[src/rtl/accumulation_seq.sv]
// Chunked XNOR +/-1 accumulator with per-neuron saturation.
// Streams BEATS chunks per neuron and emits one signed result per neuron.
module accumulation_seq #(
  parameter  int PARAM_IN_CNT  = 784,
  parameter  int PARAM_IN_BIT  = 2,
  parameter  int PARAM_CH_CNT  = 2**PARAM_IN_BIT,
  parameter  int PARAM_CHUNK   = 16,
  parameter  int PARAM_OUT_CNT = 10,
  localparam int BEATS = (PARAM_IN_CNT + PARAM_CHUNK - 1) / PARAM_CHUNK,
  localparam int BW    = (BEATS > 1) ? $clog2(BEATS) : 1,
  localparam int NW    = (PARAM_OUT_CNT > 1) ? $clog2(PARAM_OUT_CNT) : 1,
  localparam int ACC_W = $clog2(PARAM_IN_CNT * PARAM_CH_CNT) + 1
) (
  input  logic                                   clk_i,
  input  logic                                   rst_i,
  input  logic                                   start_i,
  input  logic                                   abort_i,
  output logic                                   busy_o,
  output logic                                   done_o,
  input  logic                                   chunk_valid_i,
  output logic                                   chunk_ready_o,
  input  logic [PARAM_CHUNK-1:0][PARAM_CH_CNT-1:0] xnor_i,
  output logic [BW-1:0]                          beat_idx_o,
  output logic [NW-1:0]                          neuron_idx_o,
  output logic                                   result_valid_o,
  input  logic                                   result_ready_i,
  output logic [PARAM_IN_BIT-1:0]                result_o
);

  typedef enum logic [1:0] {
    IDLE,
    ACCUM,
    EMIT
  } state_e;

  localparam logic [BW-1:0] LAST_BEAT = BW'(BEATS - 1);
  localparam logic [NW-1:0] LAST_NRN  = NW'(PARAM_OUT_CNT - 1);
  localparam logic signed [ACC_W-1:0] SAT_MAX =
    ACC_W'(2**(PARAM_IN_BIT-1) - 1);
  localparam logic signed [ACC_W-1:0] SAT_MIN = ~SAT_MAX;

  state_e state_q, state_d;
  logic signed [ACC_W-1:0] acc_q, acc_d;
  logic signed [ACC_W-1:0] delta, acc_sum;
  logic [BW-1:0] beat_q, beat_d;
  logic [NW-1:0] neuron_q, neuron_d;
  logic [PARAM_IN_BIT-1:0] result_q, result_d;
  logic [PARAM_IN_BIT-1:0] sat_val;
  logic done_q, done_d;

  // Inputs past PARAM_IN_CNT on the final beat add nothing.
  always_comb begin
    delta = '0;
    for (int k = 0; k < PARAM_CHUNK; k++) begin
      if (int'(beat_q) * PARAM_CHUNK + k < PARAM_IN_CNT) begin
        for (int c = 0; c < PARAM_CH_CNT; c++) begin
          if (xnor_i[k][c]) delta = delta + ACC_W'(1);
          else              delta = delta - ACC_W'(1);
        end
      end
    end
  end

  always_comb begin
    acc_sum = acc_q + delta;
    sat_val = acc_sum[PARAM_IN_BIT-1:0];
    if (acc_sum > SAT_MAX) begin
      sat_val = SAT_MAX[PARAM_IN_BIT-1:0];
    end else if (acc_sum < SAT_MIN) begin
      sat_val = SAT_MIN[PARAM_IN_BIT-1:0];
    end
  end

  always_comb begin
    state_d  = state_q;
    acc_d    = acc_q;
    beat_d   = beat_q;
    neuron_d = neuron_q;
    result_d = result_q;
    done_d   = 1'b0;
    if (abort_i) begin
      state_d  = IDLE;
      acc_d    = '0;
      beat_d   = '0;
      neuron_d = '0;
    end else begin
      unique case (state_q)
        IDLE: begin
          if (start_i) begin
            state_d  = ACCUM;
            acc_d    = '0;
            beat_d   = '0;
            neuron_d = '0;
          end
        end
        ACCUM: begin
          if (chunk_valid_i) begin
            acc_d = acc_sum;
            if (beat_q == LAST_BEAT) begin
              beat_d   = '0;
              result_d = sat_val;
              state_d  = EMIT;
            end else begin
              beat_d = beat_q + 1'b1;
            end
          end
        end
        EMIT: begin
          if (result_ready_i) begin
            acc_d  = '0;
            beat_d = '0;
            if (neuron_q == LAST_NRN) begin
              state_d  = IDLE;
              neuron_d = '0;
              done_d   = 1'b1;
            end else begin
              neuron_d = neuron_q + 1'b1;
              state_d  = ACCUM;
            end
          end
        end
        default: state_d = IDLE;
      endcase
    end
  end

  always_ff @(posedge clk_i or posedge rst_i) begin
    if (rst_i) begin
      state_q  <= IDLE;
      acc_q    <= '0;
      beat_q   <= '0;
      neuron_q <= '0;
      result_q <= '0;
      done_q   <= 1'b0;
    end else begin
      state_q  <= state_d;
      acc_q    <= acc_d;
      beat_q   <= beat_d;
      neuron_q <= neuron_d;
      result_q <= result_d;
      done_q   <= done_d;
    end
  end

  assign busy_o         = (state_q != IDLE);
  assign chunk_ready_o  = (state_q == ACCUM);
  assign result_valid_o = (state_q == EMIT);
  assign done_o         = done_q;
  assign beat_idx_o     = beat_q;
  assign neuron_idx_o   = neuron_q;
  assign result_o       = result_q;

endmodule

[config.mk]
export PLATFORM = sky130hd
export DESIGN_NAME = accumulation_seq
export DESIGN_NICKNAME = d
export VERILOG_FILES = /design/src/rtl/accumulation_seq.sv
export SDC_FILE = /design/constraint.sdc
export NUM_CORES = 1
export LEC_CHECK = 0
export ABC_CLOCK_PERIOD_IN_PS = 53500
export BUFFER_PORTS_ARGS = -buffer_cell sky130_fd_sc_hd__buf_2
export CAP_MARGIN = 25
export CORE_ASPECT_RATIO = 1.1
export CORE_MARGIN = 10
export CORE_UTILIZATION = 55
export CTS_CLUSTER_SIZE = 12
export DETAILED_ROUTE_END_ITERATION = 10
export PLACE_DENSITY_LB_ADDON = 0.1
export SLEW_MARGIN = 20
export SYNTH_ARGS = -nofsm -noshare
export SYNTH_HDL_FRONTEND = slang
export SYNTH_SLANG_ARGS = --single-unit
[constraint.sdc]
create_clock -name clk_i -period 53.5 [get_ports clk_i]
set_input_delay 5.35 -clock clk_i [delete_from_list [all_inputs] [get_ports clk_i]]
set_output_delay 5.35 -clock clk_i [all_outputs]
set_load 0.005 [all_outputs]
==> key figures, run 1 <==
Routing
  – Top routing layer in use: met4
  – Detail Route Antenna Nets: 0
  – Total Wirelength: 65700 microns
  – Via count: 24963
  – Metal2 WL: 30500 microns
  – Starting DRC count in detailed routing: between 1000 and 1500
  – 1st-pass router iterations: 5
  – Metal3 WL: 1500 microns
  – Via density per instance: 5.61
  – DR DRC count: 0
  – WL/cell: ~15 microns
  – DRT met1 WL: roughly 33000 microns

Clock network
  – Hold-fix buffers, CTS: 0
  – Clock Pin Slew Worst Setup and Hold Paths: 70 ps
  – CTS Buf Count: 3
  – H-tree lvl count: 1
  – Root buf cell: clkbuf_16
  – Clk buf depth: 2
  – Post_cts resized: 0
  – CTS tree: done
  – Sink Count: 27
  – Post-CTS setup buffers: 0
  – Worst skew pair latency: 270 ps

Worst setup path
  – R2R depth: 192
  – Slowest CP cell: a2111oi_0
  – Delay of the slowest critical-path stage: approximately 640 ps
  – Worst endpoint data arrival time: 46450 ps
  – Critical Path Source Type: input pin
  – Stages on worst setup path: 198
  – CP Data Required Time: 53660 ps
  – Cell family with the largest share of critical-path delay: adder cells
  – Crit path max fanout: 5
  – Crit end category: register
  – CP bufs+invs: 4
  – CP most frequent cell: ha_1
  – Crit Path Category: input pin to register

Global routing
  – Initial antenna violation count: 3
  – Largest net degree at the start of global routing: 62
  – Grt ovf: 0
  – GRT Util Overall: 20.8%
  – Vias in the first global route: 23531
  – First-pass GRT wire length: 110000 microns

Cells and area
  – Layout Nets: 4595
  – Final Instance Area: between 30000 and 40000 sq um
  – Fin util: 58.4%
  – Area delta synth->final: 4.75%
  – Share of layout cells above drive strength 1: 3.39%

STA
  – Slew @ Worst Pin: roughly 800 ps
  – # setup viols final: 0
  – Worst relative slew slack: 45.3%
  – Fin. Hold Viols: 0
  – Final setup TNS: 0 ps
  – Max Clk Rate: 0.0216 GHz
  – Final worst slack: 7210 ps
  – Final min period: 46290 ps
  – Setup Skew: just under 4 ps
  – Max-slew violations: 0
  – Final period util: between 80% and 90%
  – RSZ-0062 raised after global routing: no

Yosys
  – Post-Syn Instances: 3709
  – Asr flop ratio synth: 100%
  – Unique masters post-synth: 73
  – EDFF count, synth: 0
  – Avg Inst Size Synth: 7.74 sq um
  – #FFs+latches synth: 27
  – Synth top area cells: ha_1 (31%), xnor2_1 (14%), a21oi_1 (6.8%), a21o_1 (5.4%), xor2_1 (5.1%)
  – Post-synth top area share: 30.8%
  – Sequential share of the synthesized area: 2.35%
  – Yosys warns: 0
  – Top cell type by total area after synthesis: ha_1
  – Cell area after synthesis: around 29000 sq um
  – Most used DFF post-synth: dfrtp_1
  – Post-Synthesis Net Count: 4523
  – Most frequent cells after synthesis: ha_1 (706), xnor2_1 (456), a21oi_1 (390), inv_1 (291), o21ai_0 (263)
  – Count leader, synth: ha_1

Floorplan
  – Starting Density: a little under three fifths
  – Die footprint: 61800 sq um
  – IO Count: 86
  – Die Wd: 238 microns
  – Core area: 51500 sq um
  – Die height: approximately 260 microns
  – Cell row count: 87

Worst hold path
  – Hold Path Cell Cnt: 2
  – Hold Crit Class: register to register

Placement
  – Final GP Congestion: 0.856
  – Post-DP HPWL: 54100 microns
  – I/O Buffers: 85
  – Post-placement worst setup slack: 6780 ps
  – DP Area: 30000 sq um

Flow run
  – Max_cap viols: 0

Outcome
  – Status: completed
worst register-to-register path, delay by kind of cell (launching register included):
| kind | cells | cell delay, ps |
|---|---|---|
| muxes | 1 | 290 |
| xor gates and xnor gates | 38 | 7250 |
| DFF | 1 | 440 |
| AOI/OAI and AO/OA | 63 | 10820 |
| adders and majority gates | 59 | 18570 |
| and+or+nand+nor | 27 | 3150 |
| buffers and inverters | 4 | 330 |
flip-flops by register name (all words and copies together) (netlist names):
register      cells
beat_idx_o        6
done_o            1
acc_q            12
state_q           2
neuron_idx_o      4
result_o          2
worst paths after layout:
path / to / slack, ps / start
min: result_o[0] / 500 / result_o[0]
max in group asynchronous: beat_idx_o[0] / 47960 / rst_i
max reg2reg: result_o[1] / 12550 / beat_idx_o[0]
min reg2reg: result_o[0] / 500 / result_o[0]
min in group asynchronous: neuron_idx_o[3] / 5070 / rst_i
max: result_o[1] / 7210 / xnor_i[0]
routing by layer:
layer,global-route usage [%],up-vias
met5,0,-
met4,3.26,0
met3,1.32,39
met2,36.7,180
met1,27.6,11287
li1,-,13457
metrics by stage:
| step | hold slack [ps] | cells |
|---|---|---|
| floorplan | 471 | 3709 |
| global placement | 485 | 4441 |
| detailed placement | 490 | 4442 |
| CTS | 506 | 4446 |
| global route | 516 | 4448 |
| finish | 505 | 4449 |
layout make-up:
type,instances,area (sq um)
antenna,2,5.00
clock buffer,3,75.1
clock inverter,1,8.76
fill,5078,21400
inverter,291,1090
multi-input combinational,3356,26800
sequential,27,676
tap,667,835
timing repair buffer,102,561
layout by cell type, fill, tap and decap left out, types with 9 or more instances in the layout:
cell type  netlist  final
ha_1           706    706
xnor2_1        456    456
a21oi_1        390    390
inv_1          291    291
o21ai_0        263    263
nor2_1         241    241
a21o_1         207    207
xor2_1         166    166
nand2_1        125    125
o21a_1         118    118
o21bai_1       115    115
buf_2            0     85
nand2b_1        81     81
nor2b_1         70     70
nor3_1          51     51
fa_1            38     38
o21ai_1         34     34
and3_1          30     30
nand3_1         28     28
dfrtp_1         27     27
o31ai_1         20     20
buf_4            1     16
a211oi_1        14     14
and2_1          13     13
xnor3_1         13     13
a22o_1          12     12
o31a_1          12     12
a31oi_1         13     12
o211ai_1         9      9
or3_1            9      9
cells by family after synthesis:
kind of cell | synth area share [%]
buffers and inverters | 4.27
adder cells (fa/ha/maj) | 33.4
AND/OR/NAND/NOR | 11.4
flip-flops | 2.35
multiplexers | 0.0741
AO/OA/AOI/OAI | 28.5
XOR/XNOR | 20.0
Power of run 1 is left out: the tool's default activity adds up to more than one toggle a clock period on the data nets, which glitch-free logic cannot reach.
==> run 2: changes to the inputs <==
CORE_UTILIZATION = 25   (was 55)
GPL_TIMING_DRIVEN = 0   (was default)
==> run 2 against run 1 <==
Largest cell class unchanged. Routed wire length increased by 30%. Clock-buffer cell count stayed put. Register-to-register slack worse by 1900 ps. Cell area grew 4.3%. Clock skew increased by 0.82 ps. Sequential share of layout area fell by 0.092 points. Setup slack worse by 1900 ps. Critical path depth grew 2. Non-clock buffer count grew 27.
==> key figures, run 2 (synthesis gave the netlist of run 1 again) <==
Worst setup path
  – R2r endpoint: result_o[1]
  – Slowest CP cell: a2111oi_0
  – Crit path max fanout: 5 (unchanged)
  – Crit end category: register
  – Reg2reg start: beat_idx_o[3]
  – R2R depth: 191 (-0.52%)
  – R2R setup slack: 10700 ps (-1850 ps)
  – Worst endpoint data arrival time: 48310 ps (+1860 ps)
  – CP most frequent cell: ha_1
  – CP Data Required Time: 53650 ps (about the same)
  – Delay of the slowest critical-path stage: 780 ps (+140 ps)
  – Crit Path Category: input pin to register
  – Critical Path Source Type: input pin

Clock network
  – Root buf cell: clkbuf_16
  – H-tree lvl count: 1 (unchanged)
  – Clock Pin Slew Worst Setup and Hold Paths: 70 ps (about the same)
  – Post-CTS setup buffers: 0 (unchanged)
  – Hold-fix buffers, CTS: 0 (unchanged)
  – Sink Count: 27 (unchanged)
  – CTS Buf Count: 3 (unchanged)
  – Post_cts resized: 0 (unchanged)
  – Clk buf depth: 2 (unchanged)
  – CTS tree: done
  – Worst skew pair latency: 260 ps (about the same)

Global routing
  – Initial antenna violation count: 7 (+4)
  – Vias in the first global route: 24768 (+5.3%)
  – GRT Util Overall: 13.0% (-7.8 points)
  – First-pass GRT wire length: 135000 microns (+23%)
  – Grt ovf: 0 (unchanged)
  – Largest net degree at the start of global routing: 28 (-55%)

Cells and area
  – Fin util: 27.5% (-31 points)
  – Layout Nets: 4622 (+0.59%)
  – Most frequent cells in the layout: ha_1 (706), xnor2_1 (456), a21oi_1 (390)
  – Biggest register: acc_q
  – Number of flip-flops in the largest register: 12 (unchanged)
  – Area delta synth->final: 9.23%
  – Final Non-Filler Cells: 5330 (+20%)
  – Commonest non-fill, non-tap cell in the layout: ha_1
  – Share of layout cells above drive strength 1: 3.55% (+0.16 points)

Placement
  – Placed cell count: 5321 (+20%)
  – Final GP Congestion: 0.749 (-13%)
  – I/O Buffers: 84 (-1.2%)
  – Post-DP HPWL: 73400 microns (+36%)

STA
  – Setup Skew: 4.78 ps (+0.816 ps)
  – Final setup TNS: 0 ps (unchanged)
  – Worst relative slew slack: 33.8% (-11 points)
  – Slew @ Worst Pin: 993 ps (+193 ps)
  – Fin. Hold Viols: 0 (unchanged)
  – Final min period: 48160 ps (+1870 ps)
  – Max-slew violations: 0 (unchanged)
  – Hold WS: 519 ps (+14.5 ps)
  – # setup viols final: 0 (unchanged)
  – RSZ-0062 raised after global routing: no
  – Final period util: 90.0% (+3.5 points)
  – Max Clk Rate: 0.0208 GHz (-3.9%)

Outcome
  – Status: completed

Floorplan
  – IO Count: 86 (unchanged)
  – Starting Density: 25.2% (-31 points)
  – Die footprint: 129000 sq um (+110%)
  – Core area: 114000 sq um (+120%)
  – Die Wd: 343 microns (+44%)
  – Cell row count: 130 (+49%)
  – Die height: 375 microns (+45%)

Routing
  – 1st-pass router iterations: 5 (unchanged)
  – Via count: 24659 (-1.2%)
  – Detail Route Antenna Nets: 0 (unchanged)
  – Via density per instance: 4.63 (-18%)
  – DR DRC count: 0 (unchanged)
  – Starting DRC count in detailed routing: 982 (-8.1%)
  – Total Wirelength: 85700 microns (+30%)
  – WL/cell: 16.1 microns (+8.8%)

Worst hold path
  – Hold Crit Endpoint: acc_q[3]
  – Hold Path Cell Cnt: 1 (-1)
  – Hold Startpoint: acc_q[3]
  – Hold Crit Class: register to register

Flow run
  – Max_cap viols: 0 (unchanged)
[run 2: changes by cell type in the layout (fill, tap and decap cells not counted), moves of 2 or more]
cell	before	now
buf_4	16	1
buf_12	0	2
diode_2	2	5
clkbuf_1	0	19
clkbuf_2	0	13
buf_16	0	5
[run 2: final cells by class]
type | count | area [sq um]
repair buffers | 94 | 639
well taps | 1518 | 1900
multi-input cells | 3356 | 26800
diodes | 5 | 12.5
fillers | 12765 | 82800
plain buffers | 35 | 153
clock buffers | 3 | 75.1
clock inverters | 1 | 7.51
flip-flops and latches | 27 | 676
inverters | 291 | 1090
[run 2: how the worst max path moves through the flow]
stage,startpoint,to,slack [ps]
2_1_floorplan,xnor_i[0],result_o[1],10300
3_3_place_gp,xnor_i[0],result_o[1],4430
3_5_place_dp,xnor_i[0],result_o[1],4730
4_1_cts,xnor_i[0],result_o[1],4840
5_1_grt,xnor_i[0],result_o[1],1730
6_report,xnor_i[0],result_o[1],5340
[run 2: critical path: cells and delay by family]
kind / cells / cell delay [ps]
AO/OA/AOI/OAI: 66 / 11620
AND/OR/NAND/NOR: 24 / 2690
buffers and inverters: 4 / 410
multiplexers: 1 / 300
XOR/XNOR: 43 / 7980
adder cells (fa/ha/maj): 62 / 19830
[run 2: metal layers]
| layer | vias up | share of wire, % | track usage (%) | wire length [microns] |
|---|---|---|---|---|
| met5 | - | 0.054 | 0 | 46 |
| met4 | 6 | 1.3 | 1.42 | 1100 |
| met3 | 35 | 1.8 | 0.639 | 1500 |
| met2 | 143 | 46 | 22.5 | 39500 |
| met1 | 10976 | 51 | 18.1 | 43500 |
| li1 | 13499 | - | - | - |
[run 2: per-stage QoR]
| stage | setup slack [ps] | cell area, sq um |
|---|---|---|
| detailed placement | 4730 | 31300 |
| finish | 5340 | 31400 |
| CTS | 4840 | 31400 |
| global placement | 4430 | 31000 |
| floorplan | 10300 | 28700 |
| global route | 1730 | 31400 |
Power of run 2 is left out for the same reason.
==> run 3: changes to the inputs <==
==> constraint.sdc (replaced) <==
create_clock -name clk_i -period 53.5 [get_ports clk_i]
set_input_delay 8.025 -clock clk_i [delete_from_list [all_inputs] [get_ports clk_i]]
set_output_delay 8.025 -clock clk_i [all_outputs]
set_load 0.005 [all_outputs]
==> run 3 against run 2 <==
Cell count about the same. Clock skew is 0.96 ps lower. Die area is the same. Cell area is 0.15% higher. Critical path type unchanged. Routed wire length about the same. Highest routed layer unchanged.
==> key figures, run 3 (synthesis gave the netlist of run 1 again) <==
Worst setup path
  – R2R depth: 189 (-1.0%)
  – Crit Path Category: input pin to register
  – Crit end category: register
  – Crit path max fanout: 6 (+1)
  – R2R setup slack: 11410 ps (+710 ps)
  – Reg2reg start: beat_idx_o[3]
  – Delay of the slowest critical-path stage: 490 ps (-290 ps)
  – Critical Path Source Type: input pin
  – R2r endpoint: result_o[1]
  – CP Data Required Time: 53650 ps (about the same)
  – Crit. Startpoint: xnor_i[0]
  – CP most frequent cell: ha_1
  – Slowest CP cell: fa_1
  – Worst endpoint data arrival time: 50170 ps (+1860 ps)

Cells and area
  – Fillers: 12770 (+0.039%)
  – Commonest non-fill, non-tap cell in the layout: ha_1
  – Layout Nets: 4622 (unchanged)
  – Most frequent cells in the layout: ha_1 (706), xnor2_1 (455), a21oi_1 (389)
  – Share of layout cells above drive strength 1: 3.78% (+0.24 points)
  – Area of the multi-input gates: 26900 sq um (+0.20%)
  – Reg area: 676 sq um (unchanged)
  – Biggest register: acc_q
  – Area delta synth->final: 9.39%
  – Number of flip-flops in the largest register: 12 (unchanged)
  – Fin util: 27.5% (+0.041 points)

Floorplan
  – Cell row count: 130 (unchanged)
  – Core area: 114000 sq um (unchanged)
  – Die Wd: 343 microns (unchanged)
  – IO Count: 86 (unchanged)
  – Starting Density: 25.2% (unchanged)
  – Die footprint: 129000 sq um (unchanged)
  – Die height: 375 microns (unchanged)

Global routing
  – Largest net degree at the start of global routing: 28 (unchanged)
  – First-pass GRT wire length: 135000 microns (unchanged)
  – Vias in the first global route: 24768 (unchanged)
  – Initial antenna violation count: 7 (unchanged)
  – GRT Util Overall: 13.0% (unchanged)
  – Grt ovf: 0 (unchanged)

Worst hold path
  – Hold Crit Class: register to register
  – Hold Crit Endpoint: acc_q[3]
  – Hold Startpoint: acc_q[3]
  – Hold Path Cell Cnt: 1 (unchanged)

Routing
  – DR DRC count: 0 (unchanged)
  – Starting DRC count in detailed routing: 945 (-3.8%)
  – 1st-pass router iterations: 5 (unchanged)
  – Total Wirelength: 85700 microns (about the same)
  – Via density per instance: 4.63 (about the same)
  – Detail Route Antenna Nets: 0 (unchanged)
  – WL/cell: 16.1 microns (+0.10%)
  – Via count: 24668 (+0.036%)

Clock network
  – Post-CTS setup buffers: 0 (unchanged)
  – Root buf cell: clkbuf_16
  – Clock Pin Slew Worst Setup and Hold Paths: 70 ps (about the same)
  – CTS Buf Count: 3 (unchanged)
  – CTS tree: done
  – Post_cts resized: 0 (unchanged)
  – Clk buf depth: 2 (unchanged)
  – H-tree lvl count: 1 (unchanged)
  – Hold-fix buffers, CTS: 0 (unchanged)
  – Worst skew pair latency: 260 ps (about the same)
  – Sink Count: 27 (unchanged)

STA
  – Fin. Hold Viols: 0 (unchanged)
  – RSZ-0062 raised after global routing: no
  – Slew @ Worst Pin: 1030 ps (+39.9 ps)
  – Max Clk Rate: 0.0200 GHz (-3.7%)
  – Setup Skew: 3.82 ps (-0.958 ps)
  – Final min period: 50020 ps (+1860 ps)
  – Final setup TNS: 0 ps (unchanged)
  – Max-slew violations: 0 (unchanged)
  – # setup viols final: 0 (unchanged)
  – Worst relative slew slack: 31.1% (-2.7 points)
  – Final period util: 93.5% (+3.5 points)

Placement
  – Final GP Congestion: 0.749 (unchanged)
  – Post-DP HPWL: 73400 microns (unchanged)
  – I/O Buffers: 84 (unchanged)

Flow run
  – Max_cap viols: 0 (unchanged)

Outcome
  – Status: completed
==> run 3: metrics by stage <==
| stage | hold WS [ps] | area, sq um | setup WS [ps] | instances |
|---|---|---|---|---|
| 3_3_place_gp | 501 | 31000 | 1750 | 5311 |
| 4_1_cts | 523 | 31400 | 2160 | 5325 |
| 5_1_grt | 538 | 31400 | 10.8 | 5325 |
| 2_1_floorplan | 471 | 28700 | 7620 | 3709 |
| 6_report | 519 | 31400 | 3480 | 5327 |
| 3_5_place_dp | 502 | 31300 | 2050 | 5321 |
==> run 3: layout make-up <==
type / count / share of cell area [%]
Multi-Input combinational cell: 3356 / 85.5
Tap cell: 1518 / 6.05
Inverter: 291 / 3.48
Sequential cell: 27 / 2.15
Timing Repair Buffer: 94 / 2.04
Buffer: 35 / 0.486
Clock buffer: 3 / 0.239
Clock inverter: 1 / 0.0239
Antenna cell: 2 / 0.0159
==> run 3: critical path: cells and delay by family <==
family	cells	cell delay, ps
AND/OR/NAND/NOR	26	2990
buffers and inverters	2	160
adder cells (fa/ha/maj)	61	19330
XOR/XNOR	41	8220
multiplexers	1	300
AO/OA/AOI/OAI	66	11010
==> run 3: how the worst max path moves through the flow <==
stage / endpoint / cells past startpoint
after floorplan: result_o[1] / 197
after global placement: result_o[1] / 192
after detailed placement: result_o[1] / 201
after CTS: result_o[1] / 201
after global routing: result_o[1] / 198
final: result_o[1] / 197
==> run 3: layer usage <==
| metal | share of wire (%) | GRT usage, % |
|---|---|---|
| met1 | 51 | 18.1 |
| met2 | 46 | 22.5 |
| met3 | 1.9 | 0.639 |
| met4 | 1.3 | 1.42 |
| met5 | 0.054 | 0 |
Power of run 3 is left out for the same reason.
